**config.mk**
```make
export PLATFORM = sky130hd
export DESIGN_NAME = strided_mem_ctr_flat
export DESIGN_NICKNAME = d
export VERILOG_FILES = /design/src/rtl/strided_mem_ctr_if.sv /design/src/rtl/strided_mem_ctr.sv /design/src/flat_wrapper.sv
export SDC_FILE = /design/constraint.sdc
export NUM_CORES = 1
export LEC_CHECK = 0
export CAP_MARGIN = 15
export CORE_ASPECT_RATIO = 0.75
export CORE_MARGIN = 8
export CORE_UTILIZATION = 44
export CTS_CLUSTER_DIAMETER = 60
export CTS_CLUSTER_SIZE = 24
export DETAILED_ROUTE_END_ITERATION = 10
export GPL_ROUTABILITY_DRIVEN = 1
export MAX_ROUTING_LAYER = met4
export PLACE_DENSITY = 0.77
export SKIP_LAST_GASP = 1
export SYNTH_ARGS = -nofsm -noshare
export SYNTH_HDL_FRONTEND = slang
export SYNTH_SLANG_ARGS = --single-unit
export TNS_END_PERCENT = 100
```
**constraint.sdc**
```tcl
create_clock -name clk -period 3.1 [get_ports clk]
set_clock_uncertainty 0.2 [all_clocks]
set_input_delay 0.31 -clock clk [delete_from_list [all_inputs] [get_ports clk]]
set_output_delay 0.31 -clock clk [all_outputs]
set_load 0.01 [all_outputs]
```
**src/rtl/strided_mem_ctr_if.sv**
```systemverilog
// Core request/response and element-memory signal bundle for strided_mem_ctr.
// The slave modport is the controller's view; the master modport is the core plus memory side.
interface strided_mem_ctr_if #(
    parameter int ADDR_WIDTH       = 17,
    parameter int LEN              = 32,
    parameter int VECTOR_SIZE      = 8,
    parameter int ENTRY_INDEX_SIZE = 3
);
    logic                          req_valid;
    logic                          req_ready;
    logic                          is_vector;
    logic                          is_write;
    logic                          is_signed;
    logic [1:0]                    elem_width;
    logic [ADDR_WIDTH-1:0]         base_addr;
    logic [ADDR_WIDTH-1:0]         stride;
    logic [ENTRY_INDEX_SIZE:0]     vl;
    logic [VECTOR_SIZE-1:0]        mask;
    logic [LEN*VECTOR_SIZE-1:0]    wdata;
    logic [LEN*VECTOR_SIZE-1:0]    rdata;
    logic                          done;
    logic                          error;
    logic                          mem_req_valid;
    logic                          mem_we;
    logic [ADDR_WIDTH-1:0]         mem_addr;
    logic [1:0]                    mem_width;
    logic [LEN-1:0]                mem_wdata;
    logic                          mem_ack;
    logic [LEN-1:0]                mem_rdata;

    modport slave (
        input  req_valid, is_vector, is_write, is_signed, elem_width, base_addr, stride,
               vl, mask, wdata, mem_ack, mem_rdata,
        output req_ready, rdata, done, error, mem_req_valid, mem_we, mem_addr, mem_width,
               mem_wdata
    );

    modport master (
        output req_valid, is_vector, is_write, is_signed, elem_width, base_addr, stride,
               vl, mask, wdata, mem_ack, mem_rdata,
        input  req_ready, rdata, done, error, mem_req_valid, mem_we, mem_addr, mem_width,
               mem_wdata
    );
endinterface

```
**src/rtl/strided_mem_ctr.sv**
```systemverilog
// Strided vector load/store sequencer: walks up to VECTOR_SIZE elements at base + idx*stride,
// one memory request per active aligned element, aborting on the first misaligned one.
module strided_mem_ctr #(
    parameter int ADDR_WIDTH       = 17,
    parameter int LEN              = 32,
    parameter int VECTOR_SIZE      = 8,
    parameter int ENTRY_INDEX_SIZE = 3
) (
    input  logic               clk,
    input  logic               rst_n,
    strided_mem_ctr_if.slave   bus
);
    localparam logic [ENTRY_INDEX_SIZE:0] MAX_LEN = (ENTRY_INDEX_SIZE+1)'(VECTOR_SIZE);
    localparam logic [ENTRY_INDEX_SIZE:0] ONE_IDX = (ENTRY_INDEX_SIZE+1)'(1);

    typedef enum logic [1:0] {IDLE, ACCESS, DONE} state_t;

    state_t                      r_state;
    logic [ENTRY_INDEX_SIZE:0]   r_idx;
    logic [ENTRY_INDEX_SIZE:0]   r_len;
    logic [ADDR_WIDTH-1:0]       r_addr;
    logic [ADDR_WIDTH-1:0]       r_stride;
    logic [VECTOR_SIZE-1:0]      r_mask;
    logic [1:0]                  r_width;
    logic                        r_we;
    logic                        r_signed;
    logic                        r_error;
    logic [LEN*VECTOR_SIZE-1:0]  r_wdata;
    logic [LEN*VECTOR_SIZE-1:0]  r_rdata;

    logic [ENTRY_INDEX_SIZE-1:0] w_slot;
    logic                        w_in_range;
    logic                        w_misaligned;
    logic                        w_mem_req_valid;
    logic [ENTRY_INDEX_SIZE:0]   w_eff_len;

    function automatic logic [LEN-1:0] extend(input logic [LEN-1:0] d, input logic [1:0] w,
                                              input logic s);
        case (w)
            2'b00:   extend = {{(LEN-8){s & d[7]}}, d[7:0]};
            2'b01:   extend = {{(LEN-16){s & d[15]}}, d[15:0]};
            default: extend = d;  // word, and reserved 11 treated as word
        endcase
    endfunction

    assign w_slot          = r_idx[ENTRY_INDEX_SIZE-1:0];
    assign w_in_range      = (r_idx < r_len);
    assign w_misaligned    = (r_width == 2'b01 && r_addr[0]) ||
                             (r_width[1] && r_addr[1:0] != 2'b00);
    assign w_mem_req_valid = (r_state == ACCESS) && w_in_range && r_mask[w_slot] && !w_misaligned;
    assign w_eff_len       = !bus.is_vector       ? ONE_IDX :
                             (bus.vl > MAX_LEN)   ? MAX_LEN : bus.vl;

    // Request outputs decode the registered state so reset removes them without waiting for a clock.
    assign bus.req_ready     = (r_state == IDLE);
    assign bus.done          = (r_state == DONE);
    assign bus.error         = r_error;
    assign bus.rdata         = r_rdata;
    assign bus.mem_req_valid = w_mem_req_valid;
    assign bus.mem_we        = w_mem_req_valid & r_we;
    assign bus.mem_addr      = r_addr;
    assign bus.mem_width     = r_width;
    assign bus.mem_wdata     = r_wdata[w_slot*LEN +: LEN];

    // NOTE: all state below uses non-blocking assignments so every register samples pre-edge values.
    always_ff @(posedge clk or negedge rst_n) begin
        if (!rst_n) begin
            r_state  <= IDLE;
            r_idx    <= '0;
            r_len    <= '0;
            r_addr   <= '0;
            r_stride <= '0;
            r_mask   <= '0;
            r_width  <= '0;
            r_we     <= 1'b0;
            r_signed <= 1'b0;
            r_error  <= 1'b0;
            r_wdata  <= '0;
            r_rdata  <= '0;
        end else begin
            case (r_state)
                IDLE: begin
                    if (bus.req_valid) begin
                        r_idx    <= '0;
                        r_len    <= w_eff_len;
                        r_addr   <= bus.base_addr;
                        r_stride <= bus.stride;
                        r_mask   <= bus.is_vector ? bus.mask : '1;
                        r_width  <= bus.elem_width;
                        r_we     <= bus.is_write;
                        r_signed <= bus.is_signed;
                        r_error  <= 1'b0;
                        r_wdata  <= bus.wdata;
                        r_rdata  <= '0;
                        r_state  <= ACCESS;
                    end
                end
                ACCESS: begin
                    if (!w_in_range) begin
                        r_state <= DONE;
                    end else if (!r_mask[w_slot]) begin
                        r_idx  <= r_idx + ONE_IDX;
                        r_addr <= r_addr + r_stride;
                    end else if (w_misaligned) begin
                        r_error <= 1'b1;
                        r_state <= DONE;
                    end else if (bus.mem_ack) begin
                        if (!r_we)
                            r_rdata[w_slot*LEN +: LEN] <= extend(bus.mem_rdata, r_width, r_signed);
                        r_idx  <= r_idx + ONE_IDX;
                        r_addr <= r_addr + r_stride;
                    end
                end
                DONE:    r_state <= IDLE;
                default: r_state <= IDLE;
            endcase
        end
    end
endmodule
```
**src/flat_wrapper.sv**
```systemverilog
// flat-port wrapper written by rule: the top's interface ports become plain ports
module strided_mem_ctr_flat 
#(
    parameter int ADDR_WIDTH       = 17,
    parameter int LEN              = 32,
    parameter int VECTOR_SIZE      = 8,
    parameter int ENTRY_INDEX_SIZE = 3
)
  (clk, rst_n, bus_req_valid, bus_is_vector, bus_is_write, bus_is_signed, bus_elem_width, bus_base_addr, bus_stride, bus_vl, bus_mask, bus_wdata, bus_mem_ack, bus_mem_rdata, bus_req_ready, bus_rdata, bus_done, bus_error, bus_mem_req_valid, bus_mem_we, bus_mem_addr, bus_mem_width, bus_mem_wdata);
  strided_mem_ctr_if #(.ADDR_WIDTH(ADDR_WIDTH), .LEN(LEN), .VECTOR_SIZE(VECTOR_SIZE), .ENTRY_INDEX_SIZE(ENTRY_INDEX_SIZE)) bus_i ();
  input  logic clk;
  input  logic rst_n;
  input wire logic [$bits(bus_i.req_valid)-1:0] bus_req_valid;
  input wire logic [$bits(bus_i.is_vector)-1:0] bus_is_vector;
  input wire logic [$bits(bus_i.is_write)-1:0] bus_is_write;
  input wire logic [$bits(bus_i.is_signed)-1:0] bus_is_signed;
  input wire logic [$bits(bus_i.elem_width)-1:0] bus_elem_width;
  input wire logic [$bits(bus_i.base_addr)-1:0] bus_base_addr;
  input wire logic [$bits(bus_i.stride)-1:0] bus_stride;
  input wire logic [$bits(bus_i.vl)-1:0] bus_vl;
  input wire logic [$bits(bus_i.mask)-1:0] bus_mask;
  input wire logic [$bits(bus_i.wdata)-1:0] bus_wdata;
  input wire logic [$bits(bus_i.mem_ack)-1:0] bus_mem_ack;
  input wire logic [$bits(bus_i.mem_rdata)-1:0] bus_mem_rdata;
  output wire logic [$bits(bus_i.req_ready)-1:0] bus_req_ready;
  output wire logic [$bits(bus_i.rdata)-1:0] bus_rdata;
  output wire logic [$bits(bus_i.done)-1:0] bus_done;
  output wire logic [$bits(bus_i.error)-1:0] bus_error;
  output wire logic [$bits(bus_i.mem_req_valid)-1:0] bus_mem_req_valid;
  output wire logic [$bits(bus_i.mem_we)-1:0] bus_mem_we;
  output wire logic [$bits(bus_i.mem_addr)-1:0] bus_mem_addr;
  output wire logic [$bits(bus_i.mem_width)-1:0] bus_mem_width;
  output wire logic [$bits(bus_i.mem_wdata)-1:0] bus_mem_wdata;
  assign bus_i.req_valid = bus_req_valid;
  assign bus_i.is_vector = bus_is_vector;
  assign bus_i.is_write = bus_is_write;
  assign bus_i.is_signed = bus_is_signed;
  assign bus_i.elem_width = bus_elem_width;
  assign bus_i.base_addr = bus_base_addr;
  assign bus_i.stride = bus_stride;
  assign bus_i.vl = bus_vl;
  assign bus_i.mask = bus_mask;
  assign bus_i.wdata = bus_wdata;
  assign bus_i.mem_ack = bus_mem_ack;
  assign bus_i.mem_rdata = bus_mem_rdata;
  assign bus_req_ready = bus_i.req_ready;
  assign bus_rdata = bus_i.rdata;
  assign bus_done = bus_i.done;
  assign bus_error = bus_i.error;
  assign bus_mem_req_valid = bus_i.mem_req_valid;
  assign bus_mem_we = bus_i.mem_we;
  assign bus_mem_addr = bus_i.mem_addr;
  assign bus_mem_width = bus_i.mem_width;
  assign bus_mem_wdata = bus_i.mem_wdata;
  strided_mem_ctr #(.ADDR_WIDTH(ADDR_WIDTH), .LEN(LEN), .VECTOR_SIZE(VECTOR_SIZE), .ENTRY_INDEX_SIZE(ENTRY_INDEX_SIZE)) u_core (.clk(clk), .rst_n(rst_n), .bus(bus_i));
endmodule
```
==> results.ini, run 1 <==
[layout]
drive_above_1_share_pct = 8.40
nets = 3442
final_core_util_pct = 61.5
nFillCells = 4372
regArea_mm2 = 0.0142
final_cells = 3827
multiInputGateArea_mm2 = 0.00944
area_growth_pct = 38.1

[place]
dpl.cell_count = 3747
io_buffers = 654
place_hpwl_um = 66600
gp_congestion = 0.932
place_ws_ns = -0.0110

[critical_path]
crit_arrival_ns = 2.65
timing.critical_path.to = bus_mem_wdata[18]
worstSetupStartpointType = flop
r2r-end = u_core.bus.rdata[180]
path_max_fanout = 9
rr_startpoint = u_core.r_idx[1]
r2r_cells = 10
cp-end-kind = primary output
crit_start = u_core.r_idx[0]
reg2reg_slack_ns = 0.11
worstPathRequired_ns = 2.59
crit_type = flop to primary output

[floorplan]
fp-row-count = 74
io_pins = 655
coreArea_mm2 = 0.0543
dieArea_mm2 = 0.0628
fp.dieW_um = 287
die_h_um = 219
initial_core_util_pct = 44.5

[global_route]
grt_overflow_total = 0
grt_pass1_wl_um = 134000
grt_antenna_before_repair = 10
grt_usage_pct = 28.4
grt_pass1_vias = 21900
grt_max_degree = 120

[sta]
period_needed_ns = 3.16
relSlewSlack_pct = 30.1
setup_viol = 1
worst_pin_slew_ns = 1.04
rsz0062_at_grt = yes
fin_setup_tns_ns = -0.0587
drv_slew = 0
finalCritPeriodShare_pct = 102
final_hold_viol_count = 0
max_freq_mhz = 317
hold_ws_ns = 0.0618
setup_slack_ns = -0.0587

[clock_tree]
clockBufferDepth = 3
clock_latency_ns = 0.56
htreeDepth = 2
cts_tree = built
clkSinkCount = 569
cts-root-buf = clkbuf_16
clk_pin_slew_ns = 0.09
cts_made_buffers = 36

[synth]
syn_nets = 2814
ys.warnings.count = 0
synthFlopType = dfrtp_1
synth.distinct_cells = 54
mappedNetlistArea_mm2 = 0.0242
synth_area_per_cell_um2 = 9.88
syn_inst = 2448
ys_seq_area_share_pct = 58.9
synth-edff-count = 0
async_flop_share_pct = 100
yosys_register_bits = 569

[routing]
vias_per_cell = 5.53
first_pass_iters = 6
via_count = 21200
first_iter_violations = 2000
wl_um = 90000
ant_nets = 0
avgRoutedWirePerCell_um = 23.5
route.detailed.drc = 0

[power_and_ir_drop]
power.share.clock_pct = 17.3
p_seq_share_pct = 36.8
peakVddDrop_mv = 0.645
power.density_mw_per_mm2 = 890
p_sw_share_pct = 40.7
p_leak_nw = 15.6
p_int_w = 0.0176
p_sw_w = 0.0121
comb_power_share_pct = 45.9

[run]
drv_cap = 0

[outcome]
violations = setup timing
status = complete, but fails checks

[worst_hold_path]
worstHoldPathType = primary input to flop
hold_path_startpoint = bus_wdata[87]

==> layout by cell type, fill, tap and decap left out, types with 5 or more instances in the layout <==
master,count
clkbuf_16,38
nor3_1,10
xor2_1,5
nand2_2,9
dlygate4sd2_1,24
o21a_1,11
o21ai_4,5
nand3_1,7
o2bb2ai_1,72
a31oi_1,10
nor2b_1,7
inv_1,16
a21oi_1,23
o21ai_1,18
ha_1,21
clkdlybuf4s50_1,620
or3_1,7
dlymetal6s2s_1,5
mux2i_1,5
buf_4,65
a21o_1,11
xnor2_1,6
nor2_1,41
buf_6,8
a22o_1,59
buf_12,14
inv_8,5
mux4_2,66
diode_2,9
nand2b_1,5
o31ai_1,8
dfrtp_1,566
nand2_1,1088
o21ai_0,155
==> logic make-up (layout without fill, tap and decap cells) <==
kind of cell / after synthesis / in the layout / share of synthesized area, %
other cells: 0 / 9 / 0
compound gates: 395 / 396 / 11.0
mux: 73 / 73 / 6.44
simple gates: 1200 / 1200 / 19.3
buf+inv: 177 / 824 / 2.78
fa+ha+maj: 23 / 23 / 1.22
xor+xnor: 11 / 11 / 0.398
flops: 569 / 569 / 58.9
==> Yosys cell counts, types with 3 or more instances <==
library cell     n  area (µm²)
buf_2            7        35.0
a22o_1          59         517
a31oi_1         10        62.6
ha_1            22         275
o211ai_1         3        22.5
clkbuf_1       132         495
mux4_2          66        1490
inv_1           17        63.8
nand3_1          7        35.0
buf_1           19        71.3
or2_2            4        25.0
a21oi_1         23         115
o22ai_1          3        18.8
o31ai_1          8        60.1
o21ai_1         24         120
xor2_1           5        43.8
nor2_1          41         154
a21o_1          11        82.6
xnor2_1          6        52.6
nor4_2           3        37.5
and2_1           4        25.0
o21a_1          11        82.6
nor2b_1          7        43.8
dfrtp_1        569       14200
nand2_1       1098        4120
nand2b_1         6        37.5
mux2i_1          6        60.1
o2bb2ai_1       72         631
or4_1            3        22.5
nand4_1          3        18.8
or3_1            7        43.8
nor3_1          10        50.1
o21ai_0        157         786
==> state kept, by name (all words and copies together) (netlist names) <==
signal / flops
u_core.r_stride: 17
u_core.r_len: 4
u_core.r_signed: 1
u_core.bus.mem_addr: 17
u_core.r_mask: 8
u_core.bus.rdata: 256
u_core.bus.mem_width: 2
u_core.r_we: 1
u_core.r_state: 2
u_core.bus.error: 1
u_core.r_wdata: 256
u_core.r_idx: 4
==> timing repair <==
action                                  in CTS  in global routing
endpoints found under the hold margin       63                  0
endpoints found under the setup margin      39                200
hold buffers                                 1                  0
resized for setup                           54                 34
setup buffers                                4                  4
gates cloned                                 3                  2
pin swaps                                    3                  4
==> worst min path at each step <==
stage	end	slack (ns)	cells past startpoint
global route	u_core.r_wdata[187]	0.05	3
finish	u_core.r_wdata[87]	0.06	3
floorplan	u_core.bus.error	-0.19	0
CTS	u_core.r_wdata[87]	0.03	3
global placement	u_core.r_wdata[10]	0.18	1
detailed placement	u_core.r_wdata[10]	0.19	1
==> cell type report <==
class / instances / area share [%]
inverters: 19 / 0.213
flip-flops and latches: 569 / 42.6
clock buffers: 40 / 2.81
repair buffers: 747 / 22.6
clock inverters: 18 / 0.682
diodes: 9 / 0.0674
multi-input cells: 1703 / 28.3
well taps: 722 / 2.70
==> critical path, stage by stage, from the launching register on <==
cell	delay (ns)
dfrtp_4	0.49
buf_16	0.17
buf_8	0.17
mux4_2	0.54
nand2_2	0.13
nand2_1	0.08
clkdlybuf4s50_1	0.49
==> power groups by stage <==
stage	clock network, W	logic (W)	registers, W
final	0.00514	0.0137	0.0110
after global routing	0.00549	0.0149	0.0112
after CTS	0.00524	0.0135	0.0109
after detailed placement	0	0.0133	0.0110
after global placement	0	0.0130	0.0109
after floorplan	0	0.00750	0.0108
==> routing by layer <==
layer	wire length, µm	share of wire (%)	track usage, %	vias to the layer above
met5	0	0	-	-
li1	-	-	-	9404
met1	34100	38	34.0	10500
met4	3850	4.3	10.9	0
met2	44600	50	47.6	1059
met3	7510	8.3	5.89	169
==> through the flow <==
stage               total power, W  area [µm²]
finish                      0.0297       33400
global route                0.0315       33400
CTS                         0.0296       33200
detailed placement          0.0243       31900
global placement            0.0239       31900
floorplan                   0.0183       24200
Note: power is estimated with default switching activity, not from simulation.
==> run 2: changes to the inputs <==
GPL_ROUTABILITY_DRIVEN = not set   (was 1)
==> results of run 2 <==
Same layout as run 1: the final DEF is identical, and so are final timing and power.
==> run 3: changes to the inputs <==
MAX_ROUTING_LAYER = not set   (was met4)
==> run 3 against run 2 <==
  * The run now ends clean
  * Count of clock-buffer cells in the layout down 1
  * Clock power about the same
  * Cell count down 0.10%
  * Worst setup slack better by 0.077 ns
  * Fmax up 2.5%
  * Largest cell class unchanged
==> results.ini, run 3 (synthesized netlist as in run 1, its figures left out) <==
[outcome]
status = finished, final reports clean

[floorplan]
die_h_um = 219
initial_core_util_pct = 44.5
dieArea_mm2 = 0.0628
fp-row-count = 74
io_pins = 655
coreArea_mm2 = 0.0543
fp.dieW_um = 287

[global_route]
grt_pass1_vias = 21900
grt_usage_pct = 27.4
grt_max_degree = 130
grt_overflow_total = 0
grt_pass1_wl_um = 133000
grt_antenna_before_repair = 8

[power_and_ir_drop]
power.density_mw_per_mm2 = 891
totalPowerFinal_w = 0.0298
peakVddDrop_mv = 0.532
p_leak_nw = 15.6

[critical_path]
cp_slowest_cell = dfrtp_4
crit_arrival_ns = 3.36
worstSetupStartpointType = flop
crit_type = flop to flop
worstPathRequired_ns = 3.38
reg2reg_slack_ns = 0.02
path_max_fanout = 9
crit_chain = buf_12, buf_12, inv_1, ha_1, ha_1, buf_4, nor2b_1, nand2_1, o21ai_2, o21ai_2, a22o_1
crit_path_max_incr_delay_ns = 0.42
cp-end-kind = flop

[layout]
nets = 3443
final_core_util_pct = 61.4
final_cell_mix = nand2_1, clkdlybuf4s50_1, dfrtp_1, o21ai_0, o2bb2ai_1
finalInstanceArea_mm2 = 0.0334
area_growth_pct = 38.1
drive_above_1_share_pct = 9.07
layout_commonest_cell = nand2_1

[clock_tree]
clk_pin_slew_ns = 0.09
clock_latency_ns = 0.59
clockBufferDepth = 3
cts_tree = built
clkSinkCount = 569
cts-root-buf = clkbuf_16
htreeDepth = 2
cts_made_buffers = 36

[routing]
ant_nets = 0
first_pass_iters = 5
vias_per_cell = 5.54
first_iter_violations = 1710
route.detailed.drc = 0
avgRoutedWirePerCell_um = 23.4
via_count = 21200
wl_um = 89500

[sta]
setup_viol = 0
rsz0062_at_grt = yes
max_freq_mhz = 324
finalCritPeriodShare_pct = 99.4
period_needed_ns = 3.08
hold_ws_ns = 0.0437
worst_pin_slew_ns = 0.949
drv_slew = 0
fin_setup_tns_ns = 0
relSlewSlack_pct = 36.3
final_hold_viol_count = 0

[place]
place_hpwl_um = 66000
placed_area_mm2 = 0.0319
io_buffers = 654
gp_congestion = 0.894

[run]
drv_cap = 0

[worst_hold_path]
worstHoldPathType = primary input to flop

[run 3: cell types whose count changed in the layout (fill, tap and decap cells not counted), sizes merged, moves of 2 or more]
cell / previous run / this run
clkinv: 4 / 8
buf: 93 / 95
clkbuf: 42 / 56
dlygate4sd2: 24 / 11
dlymetal6s2s: 5 / 1
clkinvlp: 4 / 1
diode: 9 / 4
[run 3: stage by stage]
step | instances | worst slack (ns)
2_1_floorplan | 2448 | 0.0561
3_3_place_gp | 3741 | 0.0236
3_5_place_dp | 3741 | -0.0602
4_1_cts | 3813 | -0.123
5_1_grt | 3823 | -0.0681
6_report | 3823 | 0.0179
[run 3: final timing paths]
path,from,end,cells after the start
max reg2reg,u_core.r_idx[0],u_core.bus.rdata[97],11
min in group asynchronous,rst_n,u_core.r_wdata[10],2
max,u_core.r_idx[0],u_core.bus.rdata[97],11
min,bus_stride[3],u_core.r_stride[3],3
max in group asynchronous,rst_n,u_core.bus.rdata[100],4
min reg2reg,u_core.r_wdata[47],u_core.r_wdata[47],2
[run 3: cell type report]
class | instances | area (µm²)
Sequential cell | 569 | 14200
Multi-Input combinational cell | 1704 | 9460
Tap cell | 722 | 903
Clock inverter | 19 | 230
Fill cell | 4295 | 21000
Antenna cell | 4 | 10.0
Timing Repair Buffer | 747 | 7540
Inverter | 19 | 71.3
Clock buffer | 39 | 933
[run 3: worst max-delay path: cells and delay by family, from the launching register on]
family | cells | cell delay [ns]
AOI/OAI and AO/OA | 3 | 0.97
buffers and inverters | 4 | 0.52
and+or+nand+nor | 2 | 0.34
adders and majority gates | 2 | 0.53
DFF | 1 | 0.42
[run 3: where the power goes]
group / total (W) / switching [W] / internal, W
registers: 0.0110 / 0.00135 / 0.00961
clock network: 0.00511 / 0.00279 / 0.00232
logic: 0.0137 / 0.00808 / 0.00561
[run 3: what timing repair did]
action                                  4_1_cts  5_1_grt
setup buffers                                11        2
pin swaps                                     2        2
endpoints found under the hold margin       174        0
cloned                                        3        3
resized for setup                            73       56
hold buffers                                  1        0
endpoints found under the setup margin       34      218
[run 3: per-layer routing]
metal,share of wire (%),vias to the layer above,wire [µm],global-route usage [%]
met2,50,1058,44300,47.3
li1,-,9407,-,-
met5,0.041,-,37,0
met1,38,10500,33600,33.4
met3,8.3,177,7460,6.01
met4,4.6,6,4090,11.1
